<file path="config.mk">
export PLATFORM = sky130hd
export DESIGN_NAME = regfile_wb_scheduler
export DESIGN_NICKNAME = d
export VERILOG_FILES = /design/src/rtl/regfile_pkg.sv /design/src/rtl/reg_scoreboard.sv /design/src/rtl/regfile_wb_scheduler.sv
export SDC_FILE = /design/constraint.sdc
export NUM_CORES = 1
export LEC_CHECK = 0
export ABC_AREA = 1
export BUFFER_PORTS_ARGS = -buffer_cell sky130_fd_sc_hd__buf_2
export CAP_MARGIN = 20
export CORE_MARGIN = 2
export CORE_UTILIZATION = 56
export CTS_BUF_LIST = sky130_fd_sc_hd__clkbuf_8
export CTS_CLUSTER_DIAMETER = 60
export DETAILED_ROUTE_END_ITERATION = 10
export GPL_TIMING_DRIVEN = 0
export HOLD_SLACK_MARGIN = 0.08
export PLACE_DENSITY = 0.95
export SYNTH_ARGS = -nofsm -noshare
export SYNTH_HDL_FRONTEND = slang
export SYNTH_SLANG_ARGS = --single-unit
</file>
<file path="constraint.sdc">
create_clock -name clk -period 3.6 [get_ports clk]
set_input_delay 0.9 -clock clk [delete_from_list [all_inputs] [get_ports clk]]
set_output_delay 0.9 -clock clk [all_outputs]
set_load 0.01 [all_outputs]
</file>
<file path="src/rtl/regfile_pkg.sv">
// Shared register-file parameters and write-back payload type.
package regfile_pkg;

  localparam int unsigned REG_ADDR_W = 5;
  localparam int unsigned DATA_W     = 32;
  localparam int unsigned NUM_REGS   = 32;
  localparam int unsigned ZERO_REG   = 0;

  typedef struct packed {
    logic [REG_ADDR_W-1:0] addr;
    logic [DATA_W-1:0]     data;
  } wb_req_t;

  // One-hot select of a register in a NUM_REGS-wide vector.
  function automatic logic [NUM_REGS-1:0] reg_bit(input logic [REG_ADDR_W-1:0] a);
    return NUM_REGS'(1) << a;
  endfunction

endpackage

</file>
<file path="src/rtl/reg_scoreboard.sv">
// Pending-destination scoreboard for long-latency write-backs.
module reg_scoreboard
  import regfile_pkg::*;
(
  input  logic                  clk,
  input  logic                  rst,
  input  logic                  set_valid,
  input  logic [REG_ADDR_W-1:0] set_addr,
  input  logic                  clr_valid,
  input  logic [REG_ADDR_W-1:0] clr_addr,
  input  logic [REG_ADDR_W-1:0] chk_addr1,
  input  logic [REG_ADDR_W-1:0] chk_addr2,
  output logic [NUM_REGS-1:0]   pending,
  output logic                  hazard,
  output logic                  err_c
);

  localparam logic [REG_ADDR_W-1:0] ZERO_ADDR = REG_ADDR_W'(ZERO_REG);

  logic                set_hit_c;
  logic                clr_hit_c;
  logic [NUM_REGS-1:0] set_vec_c;
  logic [NUM_REGS-1:0] clr_vec_c;
  logic [NUM_REGS-1:0] pending_nxt_c;

  // Next pending vector: set beats clear on the same register, r0 never pends.
  always_comb begin
    set_hit_c     = set_valid && (set_addr != ZERO_ADDR);
    clr_hit_c     = clr_valid && (clr_addr != ZERO_ADDR);
    set_vec_c     = set_hit_c ? reg_bit(set_addr) : '0;
    clr_vec_c     = clr_hit_c ? reg_bit(clr_addr) : '0;
    pending_nxt_c = ((pending & ~clr_vec_c) | set_vec_c) & ~reg_bit(ZERO_ADDR);
  end

  // Protocol errors: double issue (unless the old write retires this cycle)
  // or a completion for a register nobody is waiting on.
  always_comb begin
    err_c = 1'b0;
    if (set_hit_c && pending[set_addr] && !(clr_hit_c && (clr_addr == set_addr)))
      err_c = 1'b1;
    if (clr_hit_c && !pending[clr_addr])
      err_c = 1'b1;
  end

  // Operand hazard lookup against committed scoreboard state only.
  assign hazard = pending[chk_addr1] | pending[chk_addr2];

  // Scoreboard state register.
  always_ff @(posedge clk) begin
    if (rst) pending <= '0;
    else     pending <= pending_nxt_c;
  end

endmodule

</file>
<file path="src/rtl/regfile_wb_scheduler.sv">
// Register-file write-port arbiter: pipeline (A) vs multi-cycle unit (B),
// with B starvation guard and pending-destination scoreboard.
module regfile_wb_scheduler
  import regfile_pkg::*;
#(
  parameter int unsigned STARVE_LIMIT = 4
) (
  input  logic                  clk,
  input  logic                  rst,
  input  logic                  a_valid,
  input  logic [REG_ADDR_W-1:0] a_addr,
  input  logic [DATA_W-1:0]     a_data,
  input  logic                  b_valid,
  input  logic [REG_ADDR_W-1:0] b_addr,
  input  logic [DATA_W-1:0]     b_data,
  output logic                  b_ready,
  output logic                  a_stall,
  input  logic                  iss_valid,
  input  logic [REG_ADDR_W-1:0] iss_addr,
  input  logic [REG_ADDR_W-1:0] chk_addr1,
  input  logic [REG_ADDR_W-1:0] chk_addr2,
  output logic                  hazard,
  output logic [NUM_REGS-1:0]   pending,
  output logic                  rf_we,
  output logic [REG_ADDR_W-1:0] rf_waddr,
  output logic [DATA_W-1:0]     rf_wdata,
  output logic                  err
);

  localparam int unsigned CNT_W = 4;
  localparam logic [REG_ADDR_W-1:0] ZERO_ADDR = REG_ADDR_W'(ZERO_REG);

  logic             grant_a_c;
  logic             grant_b_c;
  wb_req_t          wb_c;
  logic             wr_en_c;
  logic [CNT_W-1:0] starve_cnt;
  logic [CNT_W-1:0] cnt_inc_c;
  logic [CNT_W-1:0] starve_cnt_nxt_c;
  logic             stall_set_c;
  logic             sb_err_c;
  logic             err_set_c;

  // Fixed priority: A always wins; B only when A is idle.
  assign grant_a_c = a_valid;
  assign grant_b_c = b_valid && !a_valid;
  assign b_ready   = grant_b_c && !rst;

  // Select the granted payload for the write port.
  always_comb begin
    wb_c = '0;
    if (grant_a_c) begin
      wb_c.addr = a_addr;
      wb_c.data = a_data;
    end else if (grant_b_c) begin
      wb_c.addr = b_addr;
      wb_c.data = b_data;
    end
    wr_en_c = (grant_a_c || grant_b_c) && (wb_c.addr != ZERO_ADDR);
  end

  // Count consecutive B denials; at the limit, stall A for one cycle.
  always_comb begin
    starve_cnt_nxt_c = '0;
    stall_set_c      = 1'b0;
    cnt_inc_c        = starve_cnt + CNT_W'(1);
    if (b_valid && !grant_b_c) begin
      if (cnt_inc_c == CNT_W'(STARVE_LIMIT)) stall_set_c = 1'b1;
      else                                   starve_cnt_nxt_c = cnt_inc_c;
    end
  end

  assign err_set_c = sb_err_c || (a_valid && a_stall);

  // Write-port, stall, counter and sticky error registers.
  always_ff @(posedge clk) begin
    if (rst) begin
      rf_we      <= 1'b0;
      rf_waddr   <= '0;
      rf_wdata   <= '0;
      a_stall    <= 1'b0;
      starve_cnt <= '0;
      err        <= 1'b0;
    end else begin
      rf_we      <= wr_en_c;
      if (grant_a_c || grant_b_c) begin
        rf_waddr <= wb_c.addr;
        rf_wdata <= wb_c.data;
      end
      a_stall    <= stall_set_c;
      starve_cnt <= starve_cnt_nxt_c;
      err        <= err || err_set_c;
    end
  end

  reg_scoreboard u_scoreboard (
    .clk       (clk),
    .rst       (rst),
    .set_valid (iss_valid),
    .set_addr  (iss_addr),
    .clr_valid (grant_b_c),
    .clr_addr  (b_addr),
    .chk_addr1 (chk_addr1),
    .chk_addr2 (chk_addr2),
    .pending   (pending),
    .hazard    (hazard),
    .err_c     (sb_err_c)
  );

endmodule

</file>
==> results of run 1 <==
[logic make-up (layout without fill, tap and decap cells)]
logic type | Yosys count | in the layout | share of synthesized area
and+or+nand+nor | 419 | 419 | 0.374
AOI/OAI and AO/OA | 157 | 157 | 0.170
buffers and inverters | 134 | 310 | 0.127
DFF | 75 | 75 | 0.317
xor gates and xnor gates | 5 | 5 | 0.00923
adders and majority gates | 1 | 1 | 0.00264
other | 1 | 1 | 0.000791
[worst max-delay path by stage]
stage / from / end / slack (ps) / cells after the start
finish: chk_addr2[0] / hazard / 650 / 11
global route: chk_addr2[0] / hazard / 510 / 11
CTS: chk_addr2[0] / hazard / 660 / 11
detailed placement: chk_addr2[0] / hazard / 670 / 11
global placement: chk_addr1[0] / hazard / 690 / 11
floorplan: chk_addr1[0] / hazard / 890 / 10
[power by group]
group / internal [mW] / switching [mW]
logic: 0.150 / 0.247
registers: 0.864 / 0.0253
clock network: 0.344 / 0.337
total: 1.36 / 0.610
[cells in the mapped netlist (all sizes together) (2+ instances only)]
cell type | instances | share of area
a21oi | 64 | 0.068
a22oi | 2 | 0.0032
a31oi | 2 | 0.0026
buf | 32 | 0.045
clkbuf | 15 | 0.013
dfxtp | 75 | 0.32
inv | 87 | 0.069
nand2 | 260 | 0.21
nand3 | 110 | 0.12
nand4 | 3 | 0.0040
nor2 | 36 | 0.035
nor3 | 4 | 0.0042
o21ai | 84 | 0.089
o31ai | 2 | 0.0032
or2 | 4 | 0.0053
xnor2 | 4 | 0.0074
[sequential cells by signal, summed over array words and instances, names as in the netlist]
| name | cells |
|---|---|
| rf_waddr | 5 |
| rf_we | 1 |
| starve_cnt | 4 |
| rf_wdata | 32 |
| u_scoreboard.pending | 31 |
| a_stall | 1 |
| err | 1 |
[metal layers]
| metal | part of all wire | vias to the layer above | global-route usage |
|---|---|---|---|
| met5 | 0 | - | 0 |
| met4 | 0.050 | 0 | 0.181 |
| met3 | 0.12 | 71 | 0.0814 |
| met2 | 0.45 | 413 | 0.564 |
| met1 | 0.38 | 2717 | 0.477 |
| li1 | - | 2891 | - |
[per-stage QoR]
| stage | cell area (µm²) | instances | setup WS, ps | utilization |
|---|---|---|---|---|
| floorplan | 4740 | 792 | 892 | - |
| global placement | 5680 | 1057 | 692 | 0.691 |
| detailed placement | 5680 | 1057 | 666 | 0.691 |
| CTS | 5880 | 1073 | 662 | 0.716 |
| global route | 5880 | 1073 | 508 | 0.716 |
| finish | 5880 | 1073 | 650 | 0.716 |
[area by class of cell]
cell class / count / area, µm²
multi-input combinational: 583 / 2640
fill: 734 / 2330
sequential: 75 / 1500
timing repair buffer: 160 / 801
inverter: 87 / 327
buffer: 47 / 277
clock buffer: 10 / 138
tap: 105 / 131
clock inverter: 6 / 70.1
==> flow_summary.json, run 1 <==
{
  "status": "completed",
  "worst-r2r-setup-slack_ps": 2090,
  "path_clk_slew_ps": 80,
  "powerDensity_nw_per_um2": 334,
  "ys_ff_latch": 75,
  "async_flop_share": 0,
  "cp_data_arrival_time_ps": 2050,
  "clk_latency_ps": 360,
  "hp-class": "reg -> reg",
  "track_usage": 0.364,
  "pin_count": 168,
  "syn_area_um2": 4740,
  "grt_remaining_overflow": 0,
  "area_growth_pct": 24.0,
  "rows": 33,
  "crit-reg2reg-launch": "u_scoreboard.pending[3]",
  "initial_core_util": 0.577,
  "cts-root-buf": "clkbuf_8",
  "grt_pass1_vias": 5351,
  "antenna_found_initial": 0,
  "dr.pass1.iters": 6,
  "cp.required_ps": 2700,
  "coreArea_um2": 8220,
  "grt_max_degree": 15,
  "fin_tns_setup_ps": 0,
  "min-delay-start": "starve_cnt[0]",
  "drive_gt1_frac": 0.232,
  "ys_types": 34,
  "slew_headroom": 0.575,
  "drc": 0,
  "rsz0062_at_grt": "false",
  "crit_type": "in -> out",
  "crit_chain": "buf_2 -> buf_2 -> a21oi_1 -> o21ai_0 -> nand3_1 -> nand2_1 -> a21oi_1 -> o21ai_0 -> nand2_1 -> nand2_1 -> buf_2",
  "crit_fanout": 10,
  "cap_viol_max_count": 0,
  "die_y_um": 96.0,
  "synth-edff-count": 0,
  "ctsLongestPathBuffers": 2,
  "antenna_cells": 0,
  "routed-via-count": 6092,
  "holdWs_ps": 480,
  "period_share": 0.819,
  "wl_per_cell_um": 16.0,
  "fmax_ghz": 0.339,
  "grt_pass1_wl_um": 25800,
  "cts_tree": "done",
  "hold_violations": 0,
  "syn_inst": 792,
  "hold_path_depth": 1,
  "final_common_cell": "nand2_1",
  "cts_resized": 0,
  "cts_sinks": 75,
  "post_cts_buffers": 0,
  "syn_area_per_cell_um2": 5.99,
  "drt_iter0_markers": 730,
  "place.gp.congestion": 1.03,
  "report.final.slew_viol_count": 0,
  "leakage_nw": 3.04,
  "totalPowerFinal_mw": 1.97,
  "most-common-layout-cells": "nand2_1 (259), buf_2 (179), nand3_1 (110)",
  "period_minus_slack_ps": 2950,
  "critical_path.max_stage_delay_ps": 190,
  "setup_viol": 0,
  "synth_nets": 887,
  "nNetsFinal": 1058,
  "postCtsHoldBufs": 0,
  "viasPerCell": 5.68,
  "cp_num_buf_inv": 3,
  "cts_buffers": 9,
  "dieArea_um2": 9220,
  "die_w_um": 96.0,
  "portBuffers": 160,
  "hold_end": "starve_cnt[0]",
  "drt-total-wl_um": 17200,
  "htreeDepth": 3,
  "critPathTopFamily": "buffers and inverters",
  "skew_ps": 10.9,
  "worst_pin_slew_ps": 633,
  "slowest_stage": "buf_2",
  "reg2reg_depth": 12,
  "dp_hpwl_um": 12700,
  "seq_area_frac_synth": 0.317,
  "synthFlopType": "dfxtp_1",
  "postRouteAntennaNets": 0,
  "endpoint_kind": "output pin",
  "r2r_end": "err",
  "vdd_drop_max_uv": 217,
  "yosysWarnings": 0,
  "worst_setup_path_start_kind": "input port"
}
Note: power is estimated with default switching activity, not from simulation.
==> run 2, diff against run 1 <==
--- a/config.mk
+++ b/config.mk
@@ -9,13 +9,13 @@
 export BUFFER_PORTS_ARGS = -buffer_cell sky130_fd_sc_hd__buf_2
 export CAP_MARGIN = 20
 export CORE_MARGIN = 2
-export CORE_UTILIZATION = 56
+export CORE_UTILIZATION = 52
 export CTS_BUF_LIST = sky130_fd_sc_hd__clkbuf_8
 export CTS_CLUSTER_DIAMETER = 60
 export DETAILED_ROUTE_END_ITERATION = 10
 export GPL_TIMING_DRIVEN = 0
 export HOLD_SLACK_MARGIN = 0.08
-export PLACE_DENSITY = 0.95
+export PLACE_DENSITY = 0.9
 export SYNTH_ARGS = -nofsm -noshare
 export SYNTH_HDL_FRONTEND = slang
 export SYNTH_SLANG_ARGS = --single-unit
==> constraint.sdc (replaced) <==
create_clock -name clk -period 2.93 [get_ports clk]
set_input_delay 0.7325 -clock clk [delete_from_list [all_inputs] [get_ports clk]]
set_output_delay 0.7325 -clock clk [all_outputs]
set_load 0.01 [all_outputs]
==> flow_summary.json, run 2 (synthesis results as in run 1) <==
{
  "totalPowerFinal_mw": 2.34,
  "die_y_um": 99.5,
  "cap_viol_max_count": 0,
  "htreeDepth": 3,
  "postRouteAntennaNets": 0,
  "nNetsFinal": 1058,
  "antenna_found_initial": 0,
  "critical_path.max_stage_delay_ps": 180,
  "most-common-layout-cells": "nand2_1 (259), buf_2 (179), nand3_1 (110)",
  "slew_headroom": 0.630,
  "fin_tns_setup_ps": 0,
  "drt-total-wl_um": 16900,
  "postCtsHoldBufs": 0,
  "cts_buffers": 9,
  "hold_violations": 0,
  "grt_pass1_wl_um": 26100,
  "clk_latency_ps": 360,
  "vdd_drop_max_uv": 303,
  "cts_tree": "done",
  "dp_hpwl_um": 12500,
  "seq_area_um2": 1500,
  "drt_iter0_markers": 699,
  "grt_remaining_overflow": 0,
  "viasPerCell": 5.58,
  "setup_viol": 0,
  "initial_core_util": 0.541,
  "crit_chain": "buf_4 -> inv_1 -> clkbuf_2 -> o21ai_0 -> o21ai_0 -> o211ai_1 -> nand3_1 -> nand2_1 -> nand2_1 -> buf_2",
  "grt_max_degree": 16,
  "leakage_nw": 3.04,
  "period_minus_slack_ps": 2690,
  "status": "completed",
  "holdWs_ps": 451,
  "post_cts_buffers": 0,
  "skew_ps": 21.5,
  "hp-class": "reg -> reg",
  "worst-r2r-setup-slack_ps": 1480,
  "worst_setup_path_start_kind": "input port",
  "cp_num_buf_inv": 4,
  "crit_fanout": 10,
  "pin_count": 168,
  "crit_type": "in -> out",
  "fill_cells": 808,
  "period_share": 0.918,
  "cts_sinks": 75,
  "dieArea_um2": 9900,
  "dr.pass1.iters": 6,
  "place.gp.congestion": 0.991,
  "cts-root-buf": "clkbuf_8",
  "endpoint_kind": "output pin",
  "coreArea_um2": 8760,
  "cts_resized": 0,
  "powerDensity_nw_per_um2": 399,
  "grt_pass1_vias": 5384,
  "portBuffers": 160,
  "final_common_cell": "nand2_1",
  "largest_reg_flops": 32,
  "ctsLongestPathBuffers": 2,
  "rsz0062_at_grt": "false",
  "worst_pin_slew_ps": 555,
  "wl_per_cell_um": 15.7,
  "fmax_ghz": 0.372,
  "multi_input_area_um2": 2640,
  "regMostFlops": "rf_wdata",
  "die_w_um": 99.5,
  "routed-via-count": 6008,
  "largestRegisters": "rf_wdata: 32 flops, u_scoreboard.pending: 31 flops, rf_waddr: 5 flops",
  "drc": 0,
  "rows": 34,
  "antenna_cells": 0,
  "critPathTopFamily": "buffers and inverters",
  "path_clk_slew_ps": 80,
  "drive_gt1_frac": 0.232,
  "slowest_stage": "o21ai_0",
  "area_growth_pct": 23.6,
  "cp.required_ps": 2200,
  "cp_data_arrival_time_ps": 1960,
  "report.final.slew_viol_count": 0,
  "track_usage": 0.327
}
==> run 2: area by class of cell <==
type,count,share of cell area
repair buffers,160,0.137
clock buffers,9,0.0211
multi-input cells,583,0.450
inverters,87,0.0557
plain buffers,47,0.0472
well taps,108,0.0231
flip-flops and latches,75,0.256
clock inverters,7,0.0100
==> run 2: worst register-to-register path: cells and delay by family (launching register included) <==
kind	cells	cell delay, ps
DFF	1	540
and+or+nand+nor	11	810
buffers and inverters	1	60
==> run 2: path summary, 6_finish.rpt <==
path / startpoint / end / cells after the start
max: chk_addr1[0] / hazard / 10
min: starve_cnt[0] / starve_cnt[0] / 1
max reg2reg: u_scoreboard.pending[4] / err / 12
min reg2reg: starve_cnt[0] / starve_cnt[0] / 1
==> run 2: where the power goes <==
part,switching [mW],internal (mW)
logic,0.302,0.184
clock network,0.437,0.322
registers,0.0301,1.06
total,0.769,1.57
==> run 2: stage by stage <==
| step | setup slack (ps) | util | cell area [µm²] | instances |
|---|---|---|---|---|
| after floorplan | 557 | - | 4740 | 792 |
| after global placement | 281 | 0.648 | 5680 | 1060 |
| after detailed placement | 254 | 0.648 | 5680 | 1060 |
| after CTS | 262 | 0.669 | 5860 | 1076 |
| after global routing | 120 | 0.669 | 5860 | 1076 |
| final | 240 | 0.669 | 5860 | 1076 |
==> run 2: layer usage <==
layer	vias up	track usage	part of all wire	wire length, µm
li1	2895	-	-	-
met4	0	0.128	0.038	640
met5	-	0	0	0
met2	383	0.524	0.45	7630
met3	79	0.0731	0.12	2030
met1	2651	0.430	0.39	6550
==> run 3, diff against run 2 <==
--- a/config.mk
+++ b/config.mk
@@ -6,16 +6,16 @@
 export NUM_CORES = 1
 export LEC_CHECK = 0
 export ABC_AREA = 1
-export BUFFER_PORTS_ARGS = -buffer_cell sky130_fd_sc_hd__buf_2
 export CAP_MARGIN = 20
 export CORE_MARGIN = 2
-export CORE_UTILIZATION = 52
+export CORE_UTILIZATION = 59
 export CTS_BUF_LIST = sky130_fd_sc_hd__clkbuf_8
 export CTS_CLUSTER_DIAMETER = 60
 export DETAILED_ROUTE_END_ITERATION = 10
+export DONT_BUFFER_PORTS = 1
 export GPL_TIMING_DRIVEN = 0
 export HOLD_SLACK_MARGIN = 0.08
-export PLACE_DENSITY = 0.9
+export PLACE_DENSITY = 0.82
 export SYNTH_ARGS = -nofsm -noshare
 export SYNTH_HDL_FRONTEND = slang
 export SYNTH_SLANG_ARGS = --single-unit
==> flow_summary.json, run 3 (synthesis results as in run 1) <==
{
  "worst_pin_slew_ps": 609,
  "most-common-layout-cells": "nand2_1 (259), nand3_1 (110), inv_1 (82)",
  "postRouteAntennaNets": 0,
  "coreArea_um2": 7770,
  "cts_tree": "done",
  "place.gp.congestion": 0.986,
  "path_clk_slew_ps": 80,
  "worst_setup_path_start_kind": "input port",
  "utilization": 0.649,
  "antenna_found_initial": 0,
  "report.final.slew_viol_count": 0,
  "period_minus_slack_ps": 2590,
  "crit_type": "in -> out",
  "postCtsHoldBufs": 0,
  "post_cts_buffers": 0,
  "cp_num_buf_inv": 3,
  "cts-root-buf": "clkbuf_8",
  "critPathTopFamily": "buffers and inverters",
  "drt_iter0_markers": 680,
  "track_usage": 0.361,
  "skew_ps": 11.7,
  "hp-class": "reg -> reg",
  "final_common_cell": "nand2_1",
  "regMostFlops": "rf_wdata",
  "powerDensity_nw_per_um2": 434,
  "cts_resized": 0,
  "pin_count": 168,
  "largest_reg_flops": 32,
  "grt_pass1_vias": 4893,
  "hold_violations": 0,
  "die_w_um": 93.7,
  "r2r_end": "err",
  "cts_buffers": 9,
  "grt_max_degree": 14,
  "portBuffers": 0,
  "endpoint_kind": "output pin",
  "dieArea_um2": 8770,
  "cap_viol_max_count": 0,
  "fin_tns_setup_ps": 0,
  "crit_fanout": 10,
  "rsz0062_at_grt": "false",
  "cp.required_ps": 2200,
  "worst-r2r-setup-slack_ps": 1320,
  "fmax_ghz": 0.386,
  "holdWs_ps": 457,
  "die_y_um": 93.7,
  "grt_remaining_overflow": 0,
  "drive_gt1_frac": 0.0792,
  "antenna_cells": 0,
  "rows": 32,
  "dr.pass1.iters": 6,
  "slew_headroom": 0.591,
  "fill_cells": 745,
  "initial_core_util": 0.611,
  "wl_per_cell_um": 17.8,
  "crit_start": "chk_addr1[0]",
  "htreeDepth": 3,
  "cp_data_arrival_time_ps": 1860,
  "dp_hpwl_um": 12100,
  "crit_path_end": "hazard",
  "slowest_stage": "buf_2",
  "critical_path.max_stage_delay_ps": 210,
  "routed-via-count": 5446,
  "vdd_drop_max_uv": 437,
  "clk_latency_ps": 360,
  "area_growth_pct": 6.25,
  "crit_chain": "buf_4 -> inv_1 -> buf_2 -> a21oi_1 -> o21ai_0 -> nand3_1 -> o211ai_1 -> nand3_1 -> nand2_1 -> nand2_1",
  "reg2reg_depth": 12,
  "crit-reg2reg-launch": "u_scoreboard.pending[3]",
  "period_share": 0.885,
  "nNetsFinal": 898,
  "cts_sinks": 75,
  "ctsLongestPathBuffers": 2,
  "drt-total-wl_um": 16200,
  "drc": 0,
  "leakage_nw": 2.31,
  "largestRegisters": "rf_wdata: 32 flops, u_scoreboard.pending: 31 flops, rf_waddr: 5 flops",
  "path_depth": 10,
  "viasPerCell": 5.98,
  "status": "completed",
  "grt_pass1_wl_um": 24600,
  "setup_viol": 0
}
## run 3: cell count changes in the layout (fill, tap and decap cells not counted), sizes merged
cell / previous run / this run
inv: 91 / 89
buf: 192 / 32
clkinvlp: 1 / 3
## run 3: layer usage
layer | track usage | vias to the layer above | share of wire
met1 | 0.452 | 2394 | 0.36
met4 | 0.136 | 0 | 0.042
li1 | - | 2579 | -
met5 | 0 | - | 0
met2 | 0.596 | 400 | 0.45
met3 | 0.0955 | 73 | 0.15
## run 3: worst min path at each step
stage | startpoint | to | cells after the start
2_1_floorplan | starve_cnt[0] | starve_cnt[0] | 1
3_3_place_gp | starve_cnt[0] | starve_cnt[0] | 1
3_5_place_dp | starve_cnt[0] | starve_cnt[0] | 1
4_1_cts | starve_cnt[0] | starve_cnt[0] | 1
5_1_grt | starve_cnt[0] | starve_cnt[0] | 1
6_report | starve_cnt[0] | starve_cnt[0] | 1
## run 3: cell type report
| cell class | instances | area, µm² | share of cell area |
|---|---|---|---|
| Sequential cell | 75 | 1500 | 0.298 |
| Clock buffer | 9 | 124 | 0.0246 |
| Clock inverter | 7 | 45.0 | 0.00894 |
| Inverter | 87 | 327 | 0.0648 |
| Multi-Input combinational cell | 583 | 2640 | 0.524 |
| Tap cell | 102 | 128 | 0.0253 |
| Buffer | 47 | 277 | 0.0549 |
## run 3: report_power, final
| part | internal [mW] | switching, mW |
|---|---|---|
| Clock | 0.304 | 0.410 |
| Combinational | 0.117 | 0.232 |
| Sequential | 1.06 | 0.0598 |
## run 3: per-stage QoR
stage	total power, mW	instances	setup WS, ps	instance area (µm²)
6_report	2.18	910	336	5040
5_1_grt	2.26	910	203	5040
4_1_cts	2.18	910	382	5040
3_5_place_dp	1.48	894	381	4870
3_3_place_gp	1.48	894	435	4870
2_1_floorplan	1.40	792	557	4740
## run 3: worst register-to-register path: stages (launching register included)
cell and delay [ps]:
dfxtp_1 670, nand2_1 100, nand2_1 80, nand2_1 40, nand2_1 60, nand2_1 50
nand2_1 70, nand2_1 50, nand3_1 60, nand3_1 150, nand3_1 130, nand2_1 50
inv_1 40
